### config.mk
export PLATFORM = sky130hd
export DESIGN_NAME = pulse_rate_meter
export DESIGN_NICKNAME = d
export VERILOG_FILES = /design/src/rtl/pulse_meter_pkg.sv /design/src/rtl/pulse_chan.sv /design/src/rtl/pulse_rate_meter.sv
export SDC_FILE = /design/constraint.sdc
export NUM_CORES = 1
export LEC_CHECK = 0
export BUFFER_PORTS_ARGS = -buffer_cell sky130_fd_sc_hd__buf_2
export CELL_PAD_IN_SITES_DETAIL_PLACEMENT = 0
export CELL_PAD_IN_SITES_GLOBAL_PLACEMENT = 1
export CORE_ASPECT_RATIO = 1.2
export CORE_UTILIZATION = 45
export CTS_CLUSTER_SIZE = 16
export DETAILED_ROUTE_END_ITERATION = 7
export PLACE_DENSITY_LB_ADDON = 0.1
export SYNTH_ARGS = -nofsm -noshare
export SYNTH_HDL_FRONTEND = slang
export SYNTH_SLANG_ARGS = --single-unit
### constraint.sdc
create_clock -name clk -period 6.3 [get_ports clk]
set_input_delay 0.63 -clock clk [delete_from_list [all_inputs] [get_ports clk]]
set_output_delay 0.63 -clock clk [all_outputs]
set_load 0.02 [all_outputs]
### src/rtl/pulse_meter_pkg.sv
// Shared types and constants for the gated multi-channel pulse rate meter.
package pulse_meter_pkg;

  typedef enum logic [1:0] {
    IDLE    = 2'd0,
    SETTLE  = 2'd1,
    MEASURE = 2'd2
  } meter_state_e;

  localparam int EDGE_RISE = 0;
  localparam int EDGE_FALL = 1;
  localparam int EDGE_BOTH = 2;

  // Any mode value other than rise/fall counts both edges.
  function automatic logic edge_hit(input int mode, input logic cur, input logic prev);
    case (mode)
      EDGE_RISE: return cur & ~prev;
      EDGE_FALL: return ~cur & prev;
      default:   return cur ^ prev;
    endcase
  endfunction

endpackage

### src/rtl/pulse_chan.sv
// One pulse channel: synchroniser, edge detector, saturating live counter
// and the latched count/overflow presented at the end of each gate window.
module pulse_chan
  import pulse_meter_pkg::*;
#(
  parameter int COUNT_W   = 9,
  parameter int EDGE_MODE = EDGE_RISE
) (
  input  logic               clk,
  input  logic               resetN,
  input  logic               pulseIn,
  input  logic               countEn,
  input  logic               clearLive,
  input  logic               latch,
  output logic [COUNT_W-1:0] countOut,
  output logic               overflow
);

  logic               r_sync1;
  logic               r_sync2;
  logic               r_hist;
  logic [COUNT_W-1:0] r_live;
  logic               r_live_ovf;
  logic [COUNT_W-1:0] r_count;
  logic               r_ovf;

  logic               w_edge;
  logic               w_hit;
  logic               w_sat;
  logic [COUNT_W-1:0] w_live_next;
  logic               w_ovf_next;

  assign w_edge = edge_hit(EDGE_MODE, r_sync2, r_hist);
  assign w_hit  = countEn & w_edge;
  assign w_sat  = &r_live;

  // The latch path sees the value including this cycle's edge so an edge
  // on the terminal gate cycle lands in the closing window.
  assign w_live_next = (w_hit && !w_sat) ? r_live + COUNT_W'(1) : r_live;
  assign w_ovf_next  = r_live_ovf | (w_hit & w_sat);

  always_ff @(posedge clk or negedge resetN) begin
    if (!resetN) begin
      r_sync1    <= 1'b0;
      r_sync2    <= 1'b0;
      r_hist     <= 1'b0;
      r_live     <= '0;
      r_live_ovf <= 1'b0;
      r_count    <= '0;
      r_ovf      <= 1'b0;
    end else begin
      r_sync1 <= pulseIn;
      r_sync2 <= r_sync1;
      r_hist  <= r_sync2;
      if (latch) begin
        r_count <= w_live_next;
        r_ovf   <= w_ovf_next;
      end
      if (clearLive) begin
        r_live     <= '0;
        r_live_ovf <= 1'b0;
      end else begin
        r_live     <= w_live_next;
        r_live_ovf <= w_ovf_next;
      end
    end
  end

  assign countOut = r_count;
  assign overflow = r_ovf;

endmodule

### src/rtl/pulse_rate_meter.sv
// Gated pulse counter: FSM, gate timebase and strobe; per-channel counting
// lives in pulse_chan instances.
module pulse_rate_meter
  import pulse_meter_pkg::*;
#(
  parameter int CHANNELS    = 4,
  parameter int COUNT_W     = 9,
  parameter int GATE_CYCLES = 100000000,
  parameter int EDGE_MODE   = EDGE_RISE
) (
  input  logic                        clk,
  input  logic                        resetN,
  input  logic                        enable,
  input  logic                        restart,
  input  logic [CHANNELS-1:0]         pulseIn,
  output logic [CHANNELS*COUNT_W-1:0] countOut,
  output logic                        countValid,
  output logic [CHANNELS-1:0]         overflow,
  output logic                        busy
);

  localparam int              GATE_W    = $clog2(GATE_CYCLES);
  localparam logic [GATE_W-1:0] GATE_LAST = GATE_W'(GATE_CYCLES - 1);

  meter_state_e      r_state;
  logic              r_settle;
  logic [GATE_W-1:0] r_gate;
  logic              r_valid;
  logic              r_busy;

  logic              w_measure;
  logic              w_terminal;
  logic              w_leave;
  logic              w_latch;
  logic              w_clear;

  assign w_measure  = (r_state == MEASURE);
  assign w_terminal = w_measure && (r_gate == GATE_LAST);
  assign w_leave    = !enable || restart;
  // Leaving MEASURE wins over the terminal latch: the window is discarded.
  assign w_latch    = w_terminal && !w_leave;
  assign w_clear    = !w_measure || w_terminal;

  always_ff @(posedge clk or negedge resetN) begin
    if (!resetN) begin
      r_state  <= IDLE;
      r_settle <= 1'b0;
      r_gate   <= '0;
      r_valid  <= 1'b0;
      r_busy   <= 1'b0;
    end else begin
      r_valid <= w_latch;
      case (r_state)
        IDLE: begin
          r_gate   <= '0;
          r_settle <= 1'b0;
          if (enable) begin
            r_state <= SETTLE;
            r_busy  <= 1'b1;
          end
        end
        SETTLE: begin
          r_gate <= '0;
          if (!enable) begin
            r_state  <= IDLE;
            r_busy   <= 1'b0;
            r_settle <= 1'b0;
          end else if (restart) begin
            r_settle <= 1'b0;
          end else if (r_settle) begin
            r_state  <= MEASURE;
            r_settle <= 1'b0;
          end else begin
            r_settle <= 1'b1;
          end
        end
        MEASURE: begin
          if (!enable) begin
            r_state <= IDLE;
            r_gate  <= '0;
            r_busy  <= 1'b0;
          end else if (restart) begin
            r_state  <= SETTLE;
            r_gate   <= '0;
            r_settle <= 1'b0;
          end else if (w_terminal) begin
            r_gate <= '0;
          end else begin
            r_gate <= r_gate + GATE_W'(1);
          end
        end
        default: begin
          r_state <= IDLE;
          r_busy  <= 1'b0;
        end
      endcase
    end
  end

  genvar gi;
  generate
    for (gi = 0; gi < CHANNELS; gi++) begin : g_chan
      pulse_chan #(
        .COUNT_W   (COUNT_W),
        .EDGE_MODE (EDGE_MODE)
      ) u_chan (
        .clk       (clk),
        .resetN    (resetN),
        .pulseIn   (pulseIn[gi]),
        .countEn   (w_measure),
        .clearLive (w_clear),
        .latch     (w_latch),
        .countOut  (countOut[gi*COUNT_W +: COUNT_W]),
        .overflow  (overflow[gi])
      );
    end
  endgenerate

  assign countValid = r_valid;
  assign busy       = r_busy;

endmodule

# Word level (Yosys, flattened, before mapping)
# Cells that the tools add are included.
# classes
add_sub_neg	5
mul	0
n_div	0
magnitude_cmp	0
eq_ne	10
shifts	0
muxes	32
bitwise	20
reduce_logical	27
# op_table
op	n
27-bit 2-to-1 mux	3
9-bit 2-to-1 mux	8
27-bit one-hot mux with 2 select lines	1
9-bit by 1-bit adder with 9-bit output (second input constant)	4
9-bit AND reduction	4
27-bit by 1-bit adder with 27-bit output (second input constant)	1
27-bit == test (second input constant)	1
1-bit bitwise AND	12
2-bit 2-to-1 mux	6
1-bit 2-to-1 mux	11
3-bit != test (second input constant)	3
2-bit != test (second input constant)	4
1-bit zero test	7
1-bit logical AND	6
2-bit one-hot mux with 3 select lines	1
1-bit NOT	4
1-bit bitwise OR	4
4-bit AND reduction	1
2-bit OR reduction	2
1-bit one-hot mux with 3 select lines	1
3-bit AND reduction	1
3-bit nonzero test	1
2-bit by 1-bit == test with 1-bit output (second input constant)	1
2-bit == test (second input constant)	1
5 further kinds	6
# word_totals
regBits	124
latchBits	0
ramBits	0
mem_bits_ro	0
output_inout_bits	42
mem_count	0

# Depth between registers and ports, before layout
# Gate-level depths: netlist of run 1.
# depth
word_depth	6
ltp_mapped	11
mapped_depth_nobuf	10

# Modules after synthesis
# Synthesis of run 1 repeated with hierarchy kept, for this count alone.
# unflattened
hier_cells	541
hier_area_um2	5776.8
# by_module_without_submodules
module	instances	cells_per_inst	area_per_inst_um2	seq_area_each_um2
pulse_chan	4	86	965.9	575.6
pulse_rate_meter	1	197	1913.1	800.8

# Least setup slack after synthesis of run 1
# No wires, ideal clock.
# synth_path
kind	register to register
from	reg r_gate[0]
to	reg g_chan[0].u_chan.r_ovf
setup_ps	126
arrival_time_ps	2345
required_ps	6174
setup_slack_ps	3829
path_stages_with_launch	9
path_buffers	2
synth_period_minus_slack_ps	2471
path_cell_list	dfrtp_1 -> ha_1 -> nand4_1 -> or4b_2 -> or4_1 -> buf_6 -> buf_6 -> nand2_1 -> o21ai_2
# synth_via
elab_chain_len	3
# synth_lines
element	line_no	text
from (decl)	pulse_rate_meter.sv:27	logic [GATE_W-1:0] r_gate;
from (signal assigned)	pulse_rate_meter.sv:89	r_gate <= r_gate + GATE_W'(1);
27-bit == test	pulse_rate_meter.sv:38	assign w_terminal = w_measure && (r_gate == GATE_LAST);
1-bit logical AND	pulse_rate_meter.sv:38	
1-bit logical AND	pulse_rate_meter.sv:41	assign w_latch = w_terminal && !w_leave;
to (signal assigned)	pulse_chan.sv:57	r_ovf <= w_ovf_next;
to (decl)	pulse_chan.sv:25	logic r_ovf;
# Every way passes these cells.
# A chain may end at the register's enable or synchronous reset.

# Final worst setup path of run 1
# layout_path
from	reg r_gate[0]
to	reg g_chan[1].u_chan.r_ovf
# layout_via
elab_chain_len	3
# layout_lines
element	line_no
27-bit == test	pulse_rate_meter.sv:38
1-bit logical AND	pulse_rate_meter.sv:38
1-bit logical AND	pulse_rate_meter.sv:41
to (signal assigned)	pulse_chan.sv:57
to (decl)	pulse_chan.sv:25
# Every way passes these cells.

==> summary.md, run 1 <==
- run status: finished, final reports clean
- Util after Layout: 53.7%
- number of DRC markers in iteration 0: 155
- EDFF count, synth: 0
- post-DP HPWL: 6920 microns
- most frequently used cell type in the post-synthesis netlist: dfrtp_1
- Peak VDD IR: 165 uV
- Yosys top cell by area: dfrtp_1
- simple-gate share of the synthesized area: 19.4%
- number of antenna violations at the first check in global routing: 0
- unrepaired setup endpoints after global routing: no
- fill cell instance count of the final layout: 1101
- Seq cells post-synth: 124
- ratio of routed vias to standard cells: 5.06
- Req. time, crit path: 6550 ps
- die area: 0.0130 sq mm
- multiplexer share of the synthesized area: 2.02%
- aggregate negative setup slack: 0 ps
- critical path endpoint category: flip-flop
- input/output buffers: 49
- warnings from Yosys: 0
- drt total wl: 10400 microns
- Sequential cell area: 0.00310 sq mm
- floorplan row count: 44
- count of buffer and inverter cells on the critical path: 0
- Critical Path Max Stage Delay: 890 ps
- Commonest cells post-synth: dfrtp_1 (124), nor2_1 (80), nand2_1 (74), o21ai_2 (40), xnor2_1 (25)
- Hold/Removal Path Class: input port to flip-flop
- number of antenna-violating nets in the routed design: 0
- register area share after synthesis: 55.0%
- share of synthesized cell area in full adder, half adder and majority cells: 3.10%
- horizontal die dimension: 104 microns
- CP cell instances: ha_1, nand4_1, or4b_2, or4_4, nand2_1, o21ai_2
- final antenna diode count: 0
- Hold Buf Count CTS: 0
- fraction of layout cells with a size suffix above 1: 22.0%
- sink count of the clock tree: 124
- wire length of the first global-routing pass: 18700 microns
- nets: 602
- minimum period implied by the final worst setup slack: 3030 ps
- area of combinational cells with multiple inputs: 0.00230 sq mm
- number of clock buffers inserted by TritonCTS: 17
- most area-consuming cells after synthesis: dfrtp_1 (55%), o21ai_2 (6.2%), nor2_1 (5.3%)
- startpoint of the lowest-slack register-to-register path: r_gate[0]$_DFFE_PN0P_
- primary flip-flop cell chosen by synthesis mapping: dfrtp_1
- clock input transition at the sequential cells of the worst setup and hold paths: 50 ps
- Tcrit/Tclk final: 48.1%
- leakage: 2.90 nW
- root buffer cell: clkbuf_16
- synthesized area divided by synthesized cell count: 10.6 sq um
- Post-Synth XOR/XNOR Area: 7.29%
- TritonCTS clock tree: yes
- initial core utilization: 46.4%
- fraction of registers with async set/reset: 100%
- First-pass DRT Iterations: 4
- floorplan die height: 125 microns
- type of the setup path with the least slack: flip-flop to flip-flop
- core footprint: 0.0122 sq mm
- routed wire length per instance: 13.9 microns
- boundary pin count: 50
- f_max: 330 MHz
- Compound-Gate Fraction of Synth Area: 8.85%
- dominant combinational cell family by area after synthesis: simple AND/OR/NAND/NOR gates
- slew margin rel.: 32.4%
- total design power: 1.98 mW
- Startpoint Class: flip-flop
- number of vias after detailed routing: 3809
- worst slack, placed: 3280 ps
- largest fanout of any net on the critical path: 80
- standard cell with the maximum stage delay on the critical path: or4_4
- post-synthesis instance area: 0.00564 sq mm
- count of endpoints failing hold in the final timing report: 0
- worst skew pair latency: 400 ps
- DRC violations left: 0
- via count of the first global-routing pass: 3976
- Tightest Pin Transition: 1010 ps
- count of mapped cells out of synthesis: 534
- Remaining Overflow, GRT: 0
- maximum level of the CTS H-tree: 4
- final critical-path setup slack: 3270 ps
- relative area change from synthesis to final layout: 15.8%
- final weighted congestion in routability-driven placement: 0.789
- Finish-stage setup viols: 0
- Final Skew: 7.17 ps
- # resized after CTS: 0
- power density over cell area: 303 mW/mm^2
- area fraction of the dominant cell type after synthesis: 55.0%
- number of distinct library cells after synthesis: 38
- source of the worst hold timing path: pulseIn[3]
- Total GRT Usage: 17.9%
- final-report max-slew violation count: 0
- cell class contributing the biggest share of worst-path delay: simple AND/OR/NAND/NOR gates
- number of violations of the max-capacitance limit: 0
- signal arrival time at the worst endpoint: 3280 ps
- start point of the critical path: r_gate[0]$_DFFE_PN0P_
- Synthesized Nets: 556
- largest net degree at the start of global routing: 81
- Setup Fix Bufs, Post-CTS: 0
- Max Root-Sink Buffers: 2
==> cell families after synthesis <==
logic type | Yosys count
adder cells (fa/ha/maj) | 14
XOR/XNOR | 47
flip-flops | 124
AO/OA/AOI/OAI | 64
AND/OR/NAND/NOR | 234
multiplexers | 11
buffers and inverters | 40
==> metal layers <==
layer,part of all wire (%),vias up,GRT usage [%]
li1,-,1899,-
met1,45,1850,21.8
met2,51,54,30.9
met3,3.3,6,4.87
met4,0.79,0,5.38
met5,0,-,0
==> registers in the layout, summed over array words and instances, names as in the netlist, 2 cells and up <==
signal                    count
g_chan.u_chan.r_live         36
g_chan.u_chan.r_sync1         4
g_chan.u_chan.r_hist          4
r_gate                       27
g_chan.u_chan.overflow        4
g_chan.u_chan.countOut       36
g_chan.u_chan.r_sync2         4
r_state                       2
g_chan.u_chan.r_live_ovf      4
==> through the flow <==
step                cell area, sq um  instances  hold WS (ps)
finish                          6540        753           338
global route                    6540        753           321
CTS                             6540        753           322
detailed placement              5940        722           337
global placement                5940        722           334
floorplan                       5640        534           331
==> power by group <==
part | total, mW | leakage (nW) | internal (mW) | switching [mW]
sequential | 0.827 | 1.70 | 0.813 | 0.0133
clock | 0.976 | 0.290 | 0.650 | 0.327
combinational | 0.179 | 0.911 | 0.0592 | 0.119
==> cells in the final DEF, fill, tap and decap left out, types with 6 or more instances in the layout <==
master	netlist	final
o21ai_0	9	9
xor2_1	22	22
xnor2_1	25	25
ha_1	14	14
clkbuf_16	0	17
o21ai_2	40	40
buf_4	5	7
nand2_1	74	74
nor2_1	80	80
nor4_1	8	8
a21oi_1	6	6
mux2i_1	8	8
nand3_1	17	17
dfrtp_1	124	124
nor3_1	7	7
buf_2	0	48
nand4_1	16	16
inv_1	12	12
==> final cells by class <==
type / count / area share (%)
clock buffer: 24 / 7.37
clock inverter: 7 / 1.72
inverter: 12 / 0.689
multi-input combinational: 370 / 35.2
sequential: 124 / 47.5
tap: 161 / 3.08
timing repair buffer: 55 / 4.48
==> worst paths after layout <==
| path | end | depth (start not counted) | slack, ps |
|---|---|---|---|
| setup / recovery | g_chan[1].u_chan.overflow$_DFFE_PN0P_ | 6 | 3270 |
| hold reg to reg | g_chan[2].u_chan.r_sync2$_DFF_PN0_ | 0 | 350 |
| min in group asynchronous | g_chan[0].u_chan.countOut[2]$_DFFE_PN0P_ | 1 | 370 |
| setup reg to reg | g_chan[1].u_chan.overflow$_DFFE_PN0P_ | 6 | 3270 |
| max in group asynchronous | g_chan[0].u_chan.r_live_ovf$_DFF_PN0_ | 2 | 4720 |
| hold / removal | g_chan[3].u_chan.r_sync1$_DFF_PN0_ | 1 | 340 |
(Power assumes the default switching activity.)
==> run 2: changes to the inputs <==
--- a/config.mk
+++ b/config.mk
@@ -9,7 +9,7 @@
 export CELL_PAD_IN_SITES_DETAIL_PLACEMENT = 0
 export CELL_PAD_IN_SITES_GLOBAL_PLACEMENT = 1
 export CORE_ASPECT_RATIO = 1.2
-export CORE_UTILIZATION = 45
+export CORE_UTILIZATION = 42
 export CTS_CLUSTER_SIZE = 16
 export DETAILED_ROUTE_END_ITERATION = 7
 export PLACE_DENSITY_LB_ADDON = 0.1
==> constraint.sdc (replaced) <==
create_clock -name clk -period 2.6 [get_ports clk]
set_input_delay 0.26 -clock clk [delete_from_list [all_inputs] [get_ports clk]]
set_output_delay 0.26 -clock clk [all_outputs]
set_load 0.02 [all_outputs]
==> summary.md, run 2 (synthesized netlist as in run 1, its figures left out) <==
- Tightest Pin Transition: 622 ps, -392 ps
- Post-Place Cell Area: 0.00616 sq mm, +3.7%
- switching power: 1.15 mW, +150%
- CP cell instances: or4b_1, or4_4, or4_4, buf_12, nand2_1, o21ai_2
- root buffer cell: clkbuf_16
- Total GRT Usage: 17.7%, -0.17 points
- via count of the first global-routing pass: 3842, -3.4%
- capturing element of the worst setup path: g_chan[1].u_chan.countOut[3]$_DFFE_PN0P_
- largest fanout of any net on the critical path: 28, -65%
- type of the setup path with the least slack: flip-flop to flip-flop
- worst slack, placed: 64.5 ps, -3220 ps
- sw frac: 22.3%, -0.87 points
- largest net degree at the start of global routing: 53, -35%
- number of vias after detailed routing: 3945, +3.6%
- die area: 0.0139 sq mm, +7.0%
- fraction of layout cells with a size suffix above 1: 25.2%, +3.3 points
- Setup Fix Bufs, Post-CTS: 0, unchanged
- slack of the worst reg-to-reg path: 100 ps, -3160 ps
- global-route track usage on met2: 28.6%, -2.3 points
- sink count of the clock tree: 124, unchanged
- Max Root-Sink Buffers: 2, unchanged
- number of clock buffers inserted by TritonCTS: 17, unchanged
- First-pass DRT Iterations: 6, +2
- most frequent cells in the layout: dfrtp_1 (124), nor2_1 (80), nand2_1 (74)
- share of total power in the clock network: 50.4%, +1.1 points
- Hold/Removal Path Class: input port to flip-flop
- Req. time, crit path: 2880 ps, -3670 ps
- post-DP HPWL: 7670 microns, +11%
- relative area change from synthesis to final layout: 22.8%
- wire length of the first global-routing pass: 18800 microns, +0.44%
- maximum level of the CTS H-tree: 4, unchanged
- run status: finished, final reports clean
- floorplan die height: 129 microns, +3.5%
- number of antenna violations at the first check in global routing: 0, unchanged
- unrepaired setup endpoints after global routing: yes
- most common cell after layout, fill and taps aside: dfrtp_1
- count of endpoints failing hold in the final timing report: 0, unchanged
- routed wire length per instance: 14.4 microns, +4.0%
- TritonCTS clock tree: yes
- slew margin rel.: 58.2%, +26 points
- sequential group share of total power: 38.9%, -2.8 points
- number of antenna-violating nets in the routed design: 0, unchanged
- cell internal power dissipation: 4.01 mW, +160%
- boundary pin count: 50, unchanged
- horizontal die dimension: 108 microns, +3.4%
- final critical-path setup slack: 105 ps, -3160 ps
- drt total wl: 11300 microns, +8.0%
- Peak VDD IR: 367 uV, +120%
- GR Layer Usage met3: 4.71%, -0.16 points
- critical path endpoint category: flip-flop
- number of DRC markers in iteration 0: 207, +34%
- critical path's most frequent cell: or4_4
- final antenna diode count: 0, unchanged
- GR Layer Usage met1: 23.0%, +1.3 points
- start point of the critical path: r_gate[12]$_DFFE_PN0P_
- clock input transition at the sequential cells of the worst setup and hold paths: 50 ps, about the same
- floorplan row count: 46, +4.5%
- worst skew pair latency: 410 ps, about the same
- Remaining Overflow, GRT: 0, unchanged
- ratio of routed vias to standard cells: 5.04, -0.27%
- leakage: 3.10 nW, +6.7%
- DRC violations left: 0, unchanged
- final-report max-slew violation count: 0, unchanged
- aggregate negative setup slack: 0 ps, unchanged
- FF-to-FF path depth: 6, unchanged
- Tcrit/Tclk final: 96.0%, +48 points
- signal arrival time at the worst endpoint: 2780 ps, -500 ps
- standard cell with the maximum stage delay on the critical path: or4_4
- Final Skew: 11.4 ps, +4.21 ps
- post-layout instance area: 0.00693 sq mm, +6.0%
- combinational power share: 10.8%, +1.8 points
- Finish-stage setup viols: 0, unchanged
- nets: 626, +4.0%
- end of the worst register-to-register path: g_chan[1].u_chan.countOut[3]$_DFFE_PN0P_
- final weighted congestion in routability-driven placement: 0.834, +5.7%
- initial core utilization: 42.8%, -3.6 points
- power density over cell area: 745 mW/mm^2, +150%
- startpoint of the lowest-slack register-to-register path: r_gate[12]$_DFFE_PN0P_
- number of violations of the max-capacitance limit: 0, unchanged
- minimum period implied by the final worst setup slack: 2500 ps, -538 ps
- layer with the highest usage after global routing: met2
- Startpoint Class: flip-flop
- f_max: 401 MHz, +22%
- core footprint: 0.0132 sq mm, +8.3%
- Critical Path Max Stage Delay: 580 ps, -310 ps
- input/output buffers: 49, unchanged
==> run 2: cell types whose count changed in the layout (fill, tap and decap cells not counted), sizes merged <==
cell and delta:
buf +18, dlygate4sd3 +5, clkinv -3, bufinv +2
==> run 2: area by class of cell <==
class | instances | area, sq um
clock inverter | 6 | 158
multi-input combinational | 370 | 2330
tap | 168 | 210
timing repair buffer | 79 | 586
clock buffer | 23 | 498
sequential | 124 | 3100
inverter | 12 | 45.0
fill | 1179 | 6250
==> run 2: repair_timing <==
item                                    in CTS  in global routing
hold endpoints to repair                    36                  0
resized for setup                            0                  6
endpoints found under the setup margin       0                 28
hold buffers                                 5                  0
==> run 2: metrics by stage <==
stage          total power, mW  hold WS [ps]  util, %  cells
3_3_place_gp              2.59           248     46.8    747
3_5_place_dp              2.60           250     46.8    747
4_1_cts                   5.24           143     52.1    781
6_report                  5.16           170     52.6    782
2_1_floorplan             2.34         -35.6        -    534
5_1_grt                   5.38           165     52.6    782
==> run 2: worst min path at each step <==
| stage | startpoint | endpoint | depth (start not counted) |
|---|---|---|---|
| floorplan | resetN | busy$_DFFE_PN0P_ | 0 |
| global placement | resetN | g_chan[0].u_chan.countOut[2]$_DFFE_PN0P_ | 1 |
| detailed placement | resetN | g_chan[0].u_chan.countOut[2]$_DFFE_PN0P_ | 1 |
| CTS | enable | busy$_DFFE_PN0P_ | 2 |
| global route | enable | busy$_DFFE_PN0P_ | 2 |
| finish | enable | busy$_DFFE_PN0P_ | 2 |
==> run 2: power groups by stage <==
stage / clock, mW / combinational, mW / sequential (mW)
final: 2.60 / 0.555 / 2.01
after global routing: 2.75 / 0.617 / 2.01
after detailed placement: 0 / 0.561 / 2.04
after CTS: 2.67 / 0.569 / 2.00
after global placement: 0 / 0.552 / 2.04
after floorplan: 0 / 0.300 / 2.04
==> run 2: layer usage <==
| layer | wire length (microns) | vias up |
|---|---|---|
| li1 | - | 1949 |
| met1 | 5330 | 1921 |
| met2 | 5500 | 66 |
| met3 | 346 | 9 |
| met4 | 107 | 0 |
| met5 | 0 | - |
==> run 2: worst max-delay path, delay by kind of cell, from the launching register on <==
family | cells | cell delay, ps
AND/OR/NAND/NOR | 4 | 1690
flip-flops | 1 | 420
buffers and inverters | 1 | 200
AO/OA/AOI/OAI | 1 | 50
